**src/rtl/sdrc_wb_traffic_gen_if.sv**
```systemverilog
// Wishbone master/slave bundle between the SDRAM traffic generator and the
// sdrc_top Wishbone slave port.
interface sdrc_wb_traffic_gen_if #(
  parameter int DW = 32,
  parameter int AW = 30
);
  logic            wb_cyc_o;
  logic            wb_stb_o;
  logic            wb_we_o;
  logic [AW-1:0]   wb_addr_o;
  logic [DW-1:0]   wb_dat_o;
  logic [DW/8-1:0] wb_sel_o;
  logic [2:0]      wb_cti_o;
  logic [DW-1:0]   wb_dat_i;
  logic            wb_ack_i;

  modport master (
    output wb_cyc_o, wb_stb_o, wb_we_o, wb_addr_o, wb_dat_o, wb_sel_o, wb_cti_o,
    input  wb_dat_i, wb_ack_i
  );

  modport slave (
    input  wb_cyc_o, wb_stb_o, wb_we_o, wb_addr_o, wb_dat_o, wb_sel_o, wb_cti_o,
    output wb_dat_i, wb_ack_i
  );
endinterface

```
**src/rtl/sdrc_wb_traffic_gen.sv**
```systemverilog
// Wishbone burst traffic generator/checker for SDRAM bring-up: LFSR write data,
// independently stepped LFSR for read-back checking, descriptor FIFO between phases.
module sdrc_wb_traffic_gen #(
  parameter int DW    = 32,
  parameter int AW    = 30,
  parameter int BL_W  = 8,
  parameter int NB_W  = 16,
  parameter int DEPTH = 8,
  parameter int TO_W  = 12
) (
  input  logic                 wb_clk_i,
  input  logic                 wb_rst_i,
  sdrc_wb_traffic_gen_if.master wb,
  input  logic                 start,
  input  logic                 cfg_mode,
  input  logic [AW-1:0]        cfg_start_addr,
  input  logic [AW-1:0]        cfg_stride,
  input  logic [BL_W-1:0]      cfg_burst_len,
  input  logic                 cfg_len_rand,
  input  logic [BL_W-1:0]      cfg_len_mask,
  input  logic [NB_W-1:0]      cfg_num_bursts,
  input  logic [31:0]          cfg_seed,
  output logic                 busy,
  output logic                 done,
  output logic                 timeout,
  output logic [15:0]          err_cnt,
  output logic [AW-1:0]        first_err_addr,
  output logic [DW-1:0]        first_err_exp,
  output logic [DW-1:0]        first_err_rcv
);
  localparam int LEN_W = BL_W + 1;
  localparam int PTR_W = (DEPTH > 1) ? $clog2(DEPTH) : 1;
  localparam int CNT_W = $clog2(DEPTH + 1);
  // Counter value one short of all-ones: the no-ack edge seen here is the one that reaches 2^TO_W-1.
  localparam logic [TO_W-1:0] TO_LAST = {{(TO_W-1){1'b1}}, 1'b0};

  typedef enum logic [2:0] {ST_IDLE, ST_WR, ST_WGAP, ST_RD, ST_RGAP, ST_DONE} state_t;
  typedef struct packed {
    logic [AW-1:0]    addr;
    logic [LEN_W-1:0] len;
  } desc_t;

  function automatic logic [31:0] lfsr_step(input logic [31:0] v);
    return {1'b0, v[31:1]} ^ (v[0] ? 32'h8020_0003 : 32'h0);
  endfunction

  state_t            state;
  logic              cyc_q, stb_q, we_q;
  logic [AW-1:0]     addr_q, next_addr, stride_q;
  logic [2:0]        cti_q;
  logic [31:0]       wr_lfsr, rd_lfsr, len_lfsr;
  logic [LEN_W-1:0]  beats_left;
  logic [TO_W-1:0]   to_cnt;
  logic [NB_W-1:0]   wr_cnt, rd_cnt, num_q;
  logic              mode_q, rand_q;
  logic [BL_W-1:0]   len_q, mask_q;

  desc_t             fifo_mem [DEPTH];
  logic [PTR_W-1:0]  wr_ptr, rd_ptr;
  logic [CNT_W-1:0]  fcnt;

  logic [31:0]       seed_fix, len_base;
  logic [BL_W-1:0]   use_mask, use_bl;
  logic              use_rand, idle, fifo_full, fifo_empty, to_hit;
  logic              launch_wr, launch_rd;
  logic [LEN_W-1:0]  new_len;
  logic [AW-1:0]     burst_addr, burst_stride;
  desc_t             head;

  assign wb.wb_cyc_o  = cyc_q;
  assign wb.wb_stb_o  = stb_q;
  assign wb.wb_we_o   = we_q;
  assign wb.wb_addr_o = addr_q;
  assign wb.wb_dat_o  = wr_lfsr[DW-1:0];
  assign wb.wb_sel_o  = '1;
  assign wb.wb_cti_o  = cti_q;

  // NOTE: every always_comb output is assigned up front so no path can infer a latch.
  always_comb begin
    seed_fix     = (cfg_seed == 32'd0) ? 32'd1 : cfg_seed;
    idle         = (state == ST_IDLE);
    // While idle the config registers are not loaded yet, so the first burst uses the live inputs.
    len_base     = idle ? ~seed_fix : len_lfsr;
    use_rand     = idle ? cfg_len_rand : rand_q;
    use_mask     = idle ? cfg_len_mask : mask_q;
    use_bl       = idle ? cfg_burst_len : len_q;
    burst_addr   = idle ? cfg_start_addr : next_addr;
    burst_stride = idle ? cfg_stride : stride_q;
    if (use_rand)            new_len = {1'b0, len_base[BL_W-1:0] & use_mask} + LEN_W'(1);
    else if (use_bl == '0)   new_len = LEN_W'(1);
    else                     new_len = {1'b0, use_bl};
    fifo_full  = (fcnt == CNT_W'(DEPTH));
    fifo_empty = (fcnt == '0);
    head       = fifo_mem[rd_ptr];
    to_hit     = !wb.wb_ack_i && (to_cnt == TO_LAST);
    launch_wr  = 1'b0;
    launch_rd  = 1'b0;
    case (state)
      ST_IDLE: launch_wr = start && (cfg_num_bursts != '0);
      ST_WGAP: begin
        launch_wr = !mode_q && (wr_cnt != num_q) && !fifo_full;
        launch_rd = !launch_wr;
      end
      ST_RGAP: if (rd_cnt != num_q) begin
        launch_wr = mode_q || fifo_empty;
        launch_rd = !launch_wr;
      end
      default: ;
    endcase
  end

  always_ff @(posedge wb_clk_i) begin
    if (wb_rst_i || state == ST_DONE) begin
      wr_ptr <= '0;
      rd_ptr <= '0;
      fcnt   <= '0;
    end else begin
      if (launch_wr) wr_ptr <= (wr_ptr == PTR_W'(DEPTH - 1)) ? '0 : wr_ptr + 1'b1;
      if (launch_rd) rd_ptr <= (rd_ptr == PTR_W'(DEPTH - 1)) ? '0 : rd_ptr + 1'b1;
      if (launch_wr)      fcnt <= fcnt + 1'b1;
      else if (launch_rd) fcnt <= fcnt - 1'b1;
    end
  end

  // NOTE: descriptor storage carries no reset; the pointers alone define its contents.
  always_ff @(posedge wb_clk_i) begin
    if (launch_wr) fifo_mem[wr_ptr] <= '{addr: burst_addr, len: new_len};
  end

  always_ff @(posedge wb_clk_i) begin
    if (wb_rst_i) begin
      state <= ST_IDLE;
      cyc_q <= 1'b0;  stb_q <= 1'b0;  we_q <= 1'b0;  cti_q <= 3'b000;
      addr_q <= '0;   next_addr <= '0; stride_q <= '0;
      wr_lfsr <= '0;  rd_lfsr <= '0;   len_lfsr <= '0;
      beats_left <= '0; to_cnt <= '0;
      wr_cnt <= '0;   rd_cnt <= '0;    num_q <= '0;
      mode_q <= 1'b0; rand_q <= 1'b0;  len_q <= '0; mask_q <= '0;
      busy <= 1'b0;   done <= 1'b0;    timeout <= 1'b0; err_cnt <= '0;
      first_err_addr <= '0; first_err_exp <= '0; first_err_rcv <= '0;
    end else begin
      case (state)
        ST_IDLE: if (start) begin
          mode_q   <= cfg_mode;      stride_q <= cfg_stride;
          len_q    <= cfg_burst_len; rand_q   <= cfg_len_rand;
          mask_q   <= cfg_len_mask;  num_q    <= cfg_num_bursts;
          wr_lfsr  <= seed_fix;      rd_lfsr  <= seed_fix;
          rd_cnt   <= '0;
          done     <= 1'b0;          timeout  <= 1'b0;   err_cnt <= '0;
          first_err_addr <= '0; first_err_exp <= '0; first_err_rcv <= '0;
          if (cfg_num_bursts == '0) begin
            state <= ST_DONE;
            done  <= 1'b1;
          end else begin
            busy <= 1'b1;
          end
        end
        ST_WR, ST_RD: begin
          if (to_hit) begin
            timeout <= 1'b1;
            cyc_q <= 1'b0; stb_q <= 1'b0; we_q <= 1'b0; cti_q <= 3'b000;
            busy <= 1'b0;  done <= 1'b1;  state <= ST_DONE;
          end else if (wb.wb_ack_i) begin
            to_cnt <= '0;
            addr_q <= addr_q + 1'b1;
            if (state == ST_WR) begin
              wr_lfsr <= lfsr_step(wr_lfsr);
            end else begin
              rd_lfsr <= lfsr_step(rd_lfsr);
              if (wb.wb_dat_i != rd_lfsr[DW-1:0]) begin
                if (err_cnt == '0) begin
                  first_err_addr <= addr_q;
                  first_err_exp  <= rd_lfsr[DW-1:0];
                  first_err_rcv  <= wb.wb_dat_i;
                end
                if (err_cnt != 16'hFFFF) err_cnt <= err_cnt + 1'b1;
              end
            end
            if (beats_left == LEN_W'(1)) begin
              cyc_q <= 1'b0; stb_q <= 1'b0; we_q <= 1'b0; cti_q <= 3'b000;
              if (state == ST_WR) begin
                state <= ST_WGAP;
              end else begin
                state  <= ST_RGAP;
                rd_cnt <= rd_cnt + 1'b1;
              end
            end else begin
              beats_left <= beats_left - 1'b1;
              cti_q      <= (beats_left == LEN_W'(2)) ? 3'b111 : 3'b010;
            end
          end else begin
            to_cnt <= to_cnt + 1'b1;
          end
        end
        ST_RGAP: if (rd_cnt == num_q) begin
          state <= ST_DONE;
          busy  <= 1'b0;
          done  <= 1'b1;
        end
        ST_DONE: state <= ST_IDLE;
        default: state <= ST_IDLE;
      endcase

      // Burst launches override the state's own next-state choice.
      if (launch_wr) begin
        cyc_q <= 1'b1; stb_q <= 1'b1; we_q <= 1'b1;
        addr_q     <= burst_addr;
        next_addr  <= burst_addr + burst_stride;
        beats_left <= new_len;
        cti_q      <= (new_len == LEN_W'(1)) ? 3'b111 : 3'b010;
        to_cnt     <= '0;
        len_lfsr   <= lfsr_step(len_base);
        wr_cnt     <= (idle ? '0 : wr_cnt) + NB_W'(1);
        state      <= ST_WR;
      end else if (launch_rd) begin
        cyc_q <= 1'b1; stb_q <= 1'b1; we_q <= 1'b0;
        addr_q     <= head.addr;
        beats_left <= head.len;
        cti_q      <= (head.len == LEN_W'(1)) ? 3'b111 : 3'b010;
        to_cnt     <= '0;
        state      <= ST_RD;
      end
    end
  end
endmodule

```
**src/flat_wrapper.sv**
```systemverilog
// flat-port wrapper written by rule: the top's interface ports become plain ports
module sdrc_wb_traffic_gen_flat 
#(
  parameter int DW    = 32,
  parameter int AW    = 30,
  parameter int BL_W  = 8,
  parameter int NB_W  = 16,
  parameter int DEPTH = 8,
  parameter int TO_W  = 12
)
  (wb_clk_i, wb_rst_i, start, cfg_mode, cfg_start_addr, cfg_stride, cfg_burst_len, cfg_len_rand, cfg_len_mask, cfg_num_bursts, cfg_seed, busy, done, timeout, err_cnt, first_err_addr, first_err_exp, first_err_rcv, wb_wb_cyc_o, wb_wb_stb_o, wb_wb_we_o, wb_wb_addr_o, wb_wb_dat_o, wb_wb_sel_o, wb_wb_cti_o, wb_wb_dat_i, wb_wb_ack_i);
  sdrc_wb_traffic_gen_if #(.DW(DW), .AW(AW)) wb_i ();
  input  logic wb_clk_i;
  input  logic wb_rst_i;
  input  logic start;
  input  logic cfg_mode;
  input  logic [AW-1:0] cfg_start_addr;
  input  logic [AW-1:0] cfg_stride;
  input  logic [BL_W-1:0] cfg_burst_len;
  input  logic cfg_len_rand;
  input  logic [BL_W-1:0] cfg_len_mask;
  input  logic [NB_W-1:0] cfg_num_bursts;
  input  logic [31:0] cfg_seed;
  output logic busy;
  output logic done;
  output logic timeout;
  output logic [15:0] err_cnt;
  output logic [AW-1:0] first_err_addr;
  output logic [DW-1:0] first_err_exp;
  output logic [DW-1:0] first_err_rcv;
  output wire logic [$bits(wb_i.wb_cyc_o)-1:0] wb_wb_cyc_o;
  output wire logic [$bits(wb_i.wb_stb_o)-1:0] wb_wb_stb_o;
  output wire logic [$bits(wb_i.wb_we_o)-1:0] wb_wb_we_o;
  output wire logic [$bits(wb_i.wb_addr_o)-1:0] wb_wb_addr_o;
  output wire logic [$bits(wb_i.wb_dat_o)-1:0] wb_wb_dat_o;
  output wire logic [$bits(wb_i.wb_sel_o)-1:0] wb_wb_sel_o;
  output wire logic [$bits(wb_i.wb_cti_o)-1:0] wb_wb_cti_o;
  input wire logic [$bits(wb_i.wb_dat_i)-1:0] wb_wb_dat_i;
  input wire logic [$bits(wb_i.wb_ack_i)-1:0] wb_wb_ack_i;
  assign wb_wb_cyc_o = wb_i.wb_cyc_o;
  assign wb_wb_stb_o = wb_i.wb_stb_o;
  assign wb_wb_we_o = wb_i.wb_we_o;
  assign wb_wb_addr_o = wb_i.wb_addr_o;
  assign wb_wb_dat_o = wb_i.wb_dat_o;
  assign wb_wb_sel_o = wb_i.wb_sel_o;
  assign wb_wb_cti_o = wb_i.wb_cti_o;
  assign wb_i.wb_dat_i = wb_wb_dat_i;
  assign wb_i.wb_ack_i = wb_wb_ack_i;
  sdrc_wb_traffic_gen #(.DW(DW), .AW(AW), .BL_W(BL_W), .NB_W(NB_W), .DEPTH(DEPTH), .TO_W(TO_W)) u_core (.wb_clk_i(wb_clk_i), .wb_rst_i(wb_rst_i), .wb(wb_i), .start(start), .cfg_mode(cfg_mode), .cfg_start_addr(cfg_start_addr), .cfg_stride(cfg_stride), .cfg_burst_len(cfg_burst_len), .cfg_len_rand(cfg_len_rand), .cfg_len_mask(cfg_len_mask), .cfg_num_bursts(cfg_num_bursts), .cfg_seed(cfg_seed), .busy(busy), .done(done), .timeout(timeout), .err_cnt(err_cnt), .first_err_addr(first_err_addr), .first_err_exp(first_err_exp), .first_err_rcv(first_err_rcv));
endmodule
```
**config.mk**
```make
export PLATFORM = sky130hd
export DESIGN_NAME = sdrc_wb_traffic_gen_flat
export DESIGN_NICKNAME = d
export VERILOG_FILES = /design/src/rtl/sdrc_wb_traffic_gen_if.sv /design/src/rtl/sdrc_wb_traffic_gen.sv /design/src/flat_wrapper.sv
export SDC_FILE = /design/constraint.sdc
export NUM_CORES = 1
export LEC_CHECK = 0
export BUFFER_PORTS_ARGS = -buffer_cell sky130_fd_sc_hd__clkbuf_2
export CAP_MARGIN = 40
export CORE_MARGIN = 2
export CORE_UTILIZATION = 59
export DETAILED_ROUTE_END_ITERATION = 8
export PLACE_DENSITY = 0.8
export SYNTH_ARGS = -nofsm -noshare
export SYNTH_HDL_FRONTEND = slang
export SYNTH_SLANG_ARGS = --single-unit
```
**constraint.sdc**
```tcl
create_clock -name wb_clk_i -period 7.4 [get_ports wb_clk_i]
set_input_delay 1.11 -clock wb_clk_i [delete_from_list [all_inputs] [get_ports wb_clk_i]]
set_output_delay 1.11 -clock wb_clk_i [all_outputs]
set_load 0.01 [all_outputs]
```
==> impl_metrics.tcl, run 1 <==
set metrics [dict create \
    status "complete, no violations" \
    async_flop_share_pct 0 \
    initial_core_util_pct 59.4 \
    final.setup.tns_ns 0 \
    drv_cap 0 \
    n_fill_cell 4075 \
    cp-start-kind "flop" \
    fin_crit_sh_pct 61.9 \
    synth_top_area_share_pct 28.8 \
    die_area_um2 57100 \
    hold_buffers 0 \
    drc_errors 0 \
    clock_skew_ns 0.0353 \
    end_kind "flop" \
    cts-buffers-inserted 75 \
    final_core_util_pct 68.2 \
    switching_share_pct 40.5 \
    syn_area_per_cell_um2 10.0 \
    multi_input_area_um2 14200 \
    ys_seq_area_share_pct 53.7 \
    place_congestion 0.928 \
    gr-usage-met1_pct 43.9 \
    port_buffers 342 \
    worstPathCellList "nor3_2, buf_12, nand2_1, nand2_1, ha_1, o21ai_0, o211ai_1, nand4_1, a21o_1, o2111ai_1, nand3_1, a31o_1, a311oi_1" \
    cts.root.buffer_cell "clkbuf_16" \
    clkSinkCount 718 \
    setup_viol 0 \
    path_common_cell "nand2_1" \
    ys_warn_count 0 \
    synth_edf_count 312 \
    period_needed_ns 4.58 \
    crit_path_max_incr_delay_ns 0.50 \
    wire_per_inst_um 22.0 \
    layout_commonest_cell "nand2_1" \
    power.share.sequential_pct 36.9 \
    wl_mm 93.8 \
    vias_per_cell 6.28 \
    ant_nets 0 \
    critPathRequiredTime_ns 7.94 \
    overflow 0 \
    cp_max_fo 139 \
    worstHoldPathType "reg2reg" \
    die_h_um 239 \
    final_cell_mix "617 x nand2_1, 403 x dfxtp_1, 341 x clkbuf_2, 327 x a21oi_1, 312 x edfxtp_1" \
    rsz0062_at_grt "no" \
    grt_max_degree 140 \
    clk_latency_ns 0.65 \
    max_slew_margin_pct 23.7 \
    tightest_slew_ns 1.14 \
    die_x_um 239 \
    ys_ff_latch 718 \
    finalMaxSlewViolations 0 \
    yosysUniqueCellTypes 79 \
    pwr-share-clk_pct 23.6 \
    yosysTopAreaCell "edfxtp_1" \
    critPathKind "reg2reg" \
    nets 3708 \
    cts_resized 0 \
    path_clk_slew_ns 0.06 \
    ios 347 \
    met3_usage_pct 7.52 \
    first_pass_iters 6 \
    grtUsageTotal_pct 32.0 \
    p_leak_nw 13.9 \
    synth_area_um2 32600 \
    core-area_um2 54900 \
    critPathSlowestCell "nand2_1" \
    comb_power_share_pct 39.5 \
    clk_path_buf_depth 3 \
    seqCellArea_um2 17500 \
    busiest_layer "met2" \
    antenna_found_initial 5 \
    drtIter0Drc 3351 \
    fmax_ghz 0.218 \
    power.switching_mw 6.42 \
    drive_gt1_share_pct 17.5 \
    tritoncts "done" \
    power_mw 15.8 \
    htreeDepth 3 \
    area_growth_pct 15.0 \
    grt_pass1_vias 24600 \
    met2_usage_pct 49.8 \
    dpl.hpwl_mm 62.2 \
    cts_setup_buffers 0 \
    synth.area.top_cells "edfxtp_1 29%, dfxtp_1 25%, nand2_1 7.1%" \
    rows 86 \
    internal_power_mw 9.43 \
    final-hold-violation-count 0 \
    synth_flop_cell "dfxtp_1" \
    ir_worst_vdd_mv 0.380 \
    vias 26800 \
    synthCells 3247 \
    worst_ep_arrival_time_ns 5.12 \
    grt_pass1_wl_mm 141 \
    power.density_nw_per_um2 423 \
]
==> worst max-delay path, delay by kind of cell, from the launching register on <==
family                     cells  cell delay (ns)
adders and majority gates      1             0.34
and+or+nand+nor                5             1.47
AOI/OAI and AO/OA              6             1.65
DFF                            1             0.46
buffers and inverters          1             0.43
==> sequential cells by signal, indices dropped and copies added (netlist names), 12 cells and up, named ones only <==
| signal | count |
|---|---|
| u_core.rd_lfsr | 32 |
| u_core.len_lfsr | 32 |
| u_core.to_cnt | 12 |
| u_core.rd_cnt | 16 |
| u_core.wr_cnt | 16 |
| u_core.first_err_exp | 32 |
| u_core.err_cnt | 16 |
| u_core.first_err_rcv | 32 |
| u_core.next_addr | 30 |
| u_core.wb.wb_addr_o | 30 |
| u_core.stride_q | 30 |
| u_core.num_q | 16 |
| u_core.wb.wb_dat_o | 32 |
| u_core.first_err_addr | 30 |
| u_core.fifo_mem | 312 |
==> area by class of cell <==
type / count / share of cell area [%]
clock buffers: 103 / 5.62
repair buffers: 395 / 6.17
clock inverters: 35 / 0.929
inverters: 36 / 0.367
flip-flops and latches: 718 / 46.7
well taps: 704 / 2.35
diodes: 5 / 0.0334
multi-input cells: 2272 / 37.8
==> cells by family after synthesis <==
logic type	count (synthesis)	share of synthesized area, %
compound gates	626	11.8
xor+xnor	159	4.27
fa+ha+maj	48	1.89
buf+inv	260	3.21
flops	718	53.7
mux	138	7.29
other cells	1	0.0115
simple gates	1297	17.8
==> cell usage after synthesis, types with 10 or more instances <==
| master | n |
|---|---|
| nand2_1 | 618 |
| dfxtp_1 | 406 |
| a21oi_1 | 329 |
| edfxtp_1 | 312 |
| nor2_1 | 212 |
| clkbuf_1 | 157 |
| nand3_1 | 154 |
| xor2_1 | 93 |
| nor3_1 | 89 |
| a211oi_1 | 81 |
| mux4_2 | 78 |
| xnor2_1 | 66 |
| o211ai_1 | 53 |
| mux2i_1 | 51 |
| nor4_1 | 48 |
| nand4_1 | 47 |
| ha_1 | 46 |
| o21ai_0 | 40 |
| and2_1 | 38 |
| inv_1 | 34 |
| buf_1 | 30 |
| buf_2 | 29 |
| and3_1 | 21 |
| a21o_1 | 13 |
| a311oi_1 | 13 |
| nand2b_1 | 13 |
| o21ai_1 | 13 |
| nor3b_1 | 12 |
| or3_1 | 10 |
==> layer usage <==
| metal | vias up | part of all wire (%) | routed length [um] |
|---|---|---|---|
| met5 | - | 0.012 | 11 |
| met1 | 12800 | 39 | 36800 |
| li1 | 12200 | - | - |
| met2 | 1492 | 47 | 44000 |
| met4 | 2 | 3.2 | 3040 |
| met3 | 237 | 11 | 10000 |
==> power by group through the flow <==
stage               combinational (mW)  sequential (mW)  clock (mW)
floorplan                         4.30             5.73           0
global placement                  5.83             5.88           0
detailed placement                6.09             5.88           0
CTS                               6.15             5.81        3.76
global route                      6.79             5.91        3.91
finish                            6.27             5.85        3.73
==> path summary, 6_finish.rpt <==
check / cells after the start / slack [ns] / from / to
setup / recovery: 13 / 2.82 / u_core.state[2]$_SDFFE_PP0P_ / u_core.next_addr[29]$_SDFFE_PP0P_
hold / removal: 2 / 0.45 / u_core.first_err_rcv[9]$_SDFFE_PP0P_ / u_core.first_err_rcv[9]$_SDFFE_PP0P_
setup reg to reg: 13 / 2.82 / u_core.state[2]$_SDFFE_PP0P_ / u_core.next_addr[29]$_SDFFE_PP0P_
hold reg to reg: 2 / 0.45 / u_core.first_err_rcv[9]$_SDFFE_PP0P_ / u_core.first_err_rcv[9]$_SDFFE_PP0P_
==> through the flow <==
step	hold WS (ns)	area [um^2]	cells	setup slack, ns
after floorplan	0.432	32600	3250	0.507
after global placement	0.438	34700	4114	2.66
after detailed placement	0.443	35000	4125	2.63
after CTS	0.451	37400	4263	2.96
after global routing	0.462	37400	4265	2.60
final	0.450	37500	4268	2.82
Power figures use the tool's default switching activity.
==> run 2: changes to the inputs <==
- CORE_UTILIZATION: 59 -> 53
- PLACE_DENSITY: 0.8 -> 0.76
- clock period: 7.4 -> 4.2 ns (I/O delays scaled with it)
==> run 2 against run 1 <==
First-iteration DRC count grew 5.6%. Count of clock-buffer cells in the layout up 4. Sequential power up 76%. Sequential cell count did not move.
==> impl_metrics.tcl, run 2 (synthesis gave the netlist of run 1 again) <==
set metrics [dict create \
    port_buffers 342 \
    drc_errors 0 \
    vias 26900 \
    comb_power_share_pct 40.9 \
    max_slew_margin_pct 43.1 \
    rows 90 \
    largest_reg_flops 312 \
    grt_pass1_vias 25000 \
    critPathKind "reg2reg" \
    place_congestion 0.924 \
    critPathSlowestCell "or3_4" \
    power.share.sequential_pct 36.4 \
    status "complete, no violations" \
    layout_commonest_cell "nand2_1" \
    pwr-share-clk_pct 22.8 \
    die_area_um2 63500 \
    path_clk_slew_ns 0.06 \
    worst_ep_arrival_time_ns 4.33 \
    wire_per_inst_um 22.0 \
    ir_worst_vdd_mv 0.434 \
    p_leak_nw 14.1 \
    clk_latency_ns 0.64 \
    clk_path_buf_depth 3 \
    htreeDepth 3 \
    seqCellArea_um2 17500 \
    end_kind "flop" \
    first_pass_iters 7 \
    regMostFlops "u_core.fifo_mem" \
    drtIter0Drc 3539 \
    dpl.hpwl_mm 65.3 \
    worstPathCellList "or3_4, buf_4, nand2_1, nand2_1, ha_1, and3_1, nand4_1, a21o_1, o2111ai_1, nand4_1, a2111o_1, nand3_1" \
    area_growth_pct 15.9 \
    fin_crit_sh_pct 89.8 \
    vias_per_cell 6.13 \
    drv_cap 0 \
    nets 3748 \
    die_x_um 252 \
    worstHoldPathType "in2reg" \
    final-hold-violation-count 0 \
    cp_max_fo 36 \
    clock_skew_ns 0.0408 \
    drive_gt1_share_pct 18.6 \
    tritoncts "done" \
    cts-buffers-inserted 73 \
    grt_pass1_wl_mm 146 \
    rsz0062_at_grt "no" \
    grtUsageTotal_pct 29.7 \
    critPathRequiredTime_ns 4.76 \
    wl_mm 96.6 \
    cp-start-kind "flop" \
    ios 347 \
    setup_viol 0 \
    switching_share_pct 40.6 \
    grt_max_degree 148 \
    antenna_found_initial 2 \
    period_needed_ns 3.77 \
    fmax_ghz 0.265 \
    fin_hold_ws_ns 0.238 \
    tightest_slew_ns 0.851 \
    power.switching_mw 11.5 \
    n_fill_cell 4849 \
    power.density_nw_per_um2 749 \
    ant_nets 0 \
    cts_resized 0 \
    cts.root.buffer_cell "clkbuf_16" \
    final_cell_mix "617 x nand2_1, 403 x dfxtp_1, 341 x clkbuf_2, 327 x a21oi_1, 312 x edfxtp_1" \
    multi_input_area_um2 14200 \
    cts_setup_buffers 0 \
    die_h_um 252 \
    initial_core_util_pct 53.8 \
    hold_buffers 0 \
    final_core_util_pct 62.3 \
    internal_power_mw 16.8 \
    core-area_um2 60600 \
    crit_family "simple AND/OR/NAND/NOR gates" \
    finalMaxSlewViolations 0 \
    clkSinkCount 718 \
    crit_path_max_incr_delay_ns 0.60 \
    path_buf_inv 1 \
    overflow 0 \
]
[run 2: worst register-to-register path: cells and delay by family (launching register included)]
family / cells / cell delay (ns)
buffers and inverters: 1 / 0.33
DFF: 1 / 0.35
adders and majority gates: 1 / 0.45
and+or+nand+nor: 7 / 1.50
AOI/OAI and AO/OA: 3 / 1.06
[run 2: area by class of cell]
class | instances | area share (%)
Sequential cell | 718 | 46.3
Multi-Input combinational cell | 2272 | 37.5
Timing Repair Buffer | 437 | 6.86
Clock buffer | 107 | 5.74
Tap cell | 782 | 2.59
Clock inverter | 27 | 0.570
Inverter | 36 | 0.364
Antenna cell | 2 | 0.0133
[run 2: power groups by stage]
| stage | clock network, mW | logic, mW | registers [mW] |
|---|---|---|---|
| floorplan | 0 | 7.60 | 10.1 |
| global placement | 0 | 11.1 | 10.3 |
| detailed placement | 0 | 11.3 | 10.4 |
| CTS | 6.50 | 11.4 | 10.2 |
| global route | 6.76 | 12.5 | 10.4 |
| finish | 6.44 | 11.6 | 10.3 |
[run 2: metal layers]
layer	GRT usage (%)	wire [um]
met1	41.9	39400
met2	45.2	43500
met3	6.32	10300
met4	11.0	3380
met5	0	17
[run 2: worst paths after layout]
check | startpoint | end | slack, ns | cells past startpoint
max | u_core.state[2]$_SDFFE_PP0P_ | u_core.next_addr[27]$_SDFFE_PP0P_ | 0.43 | 12
min | cfg_mode | u_core.mode_q$_SDFFE_PP0P_ | 0.24 | 3
max reg2reg | u_core.state[2]$_SDFFE_PP0P_ | u_core.next_addr[27]$_SDFFE_PP0P_ | 0.43 | 12
min reg2reg | u_core.first_err_addr[14]$_SDFFE_PP0P_ | u_core.first_err_addr[14]$_SDFFE_PP0P_ | 0.45 | 2
[run 2: per-stage QoR]
step | setup TNS, ns | setup slack (ns) | std cells | cell area (um^2) | power [mW]
final | 0 | 0.430 | 4381 | 37800 | 28.3
after global routing | 0 | 0.115 | 4379 | 37800 | 29.7
after CTS | 0 | 0.465 | 4379 | 37800 | 28.1
after detailed placement | 0 | 0.410 | 4245 | 35400 | 21.6
after global placement | 0 | 0.415 | 4242 | 35300 | 21.4
after floorplan | -232.07 | -1.25 | 3250 | 32600 | 17.7
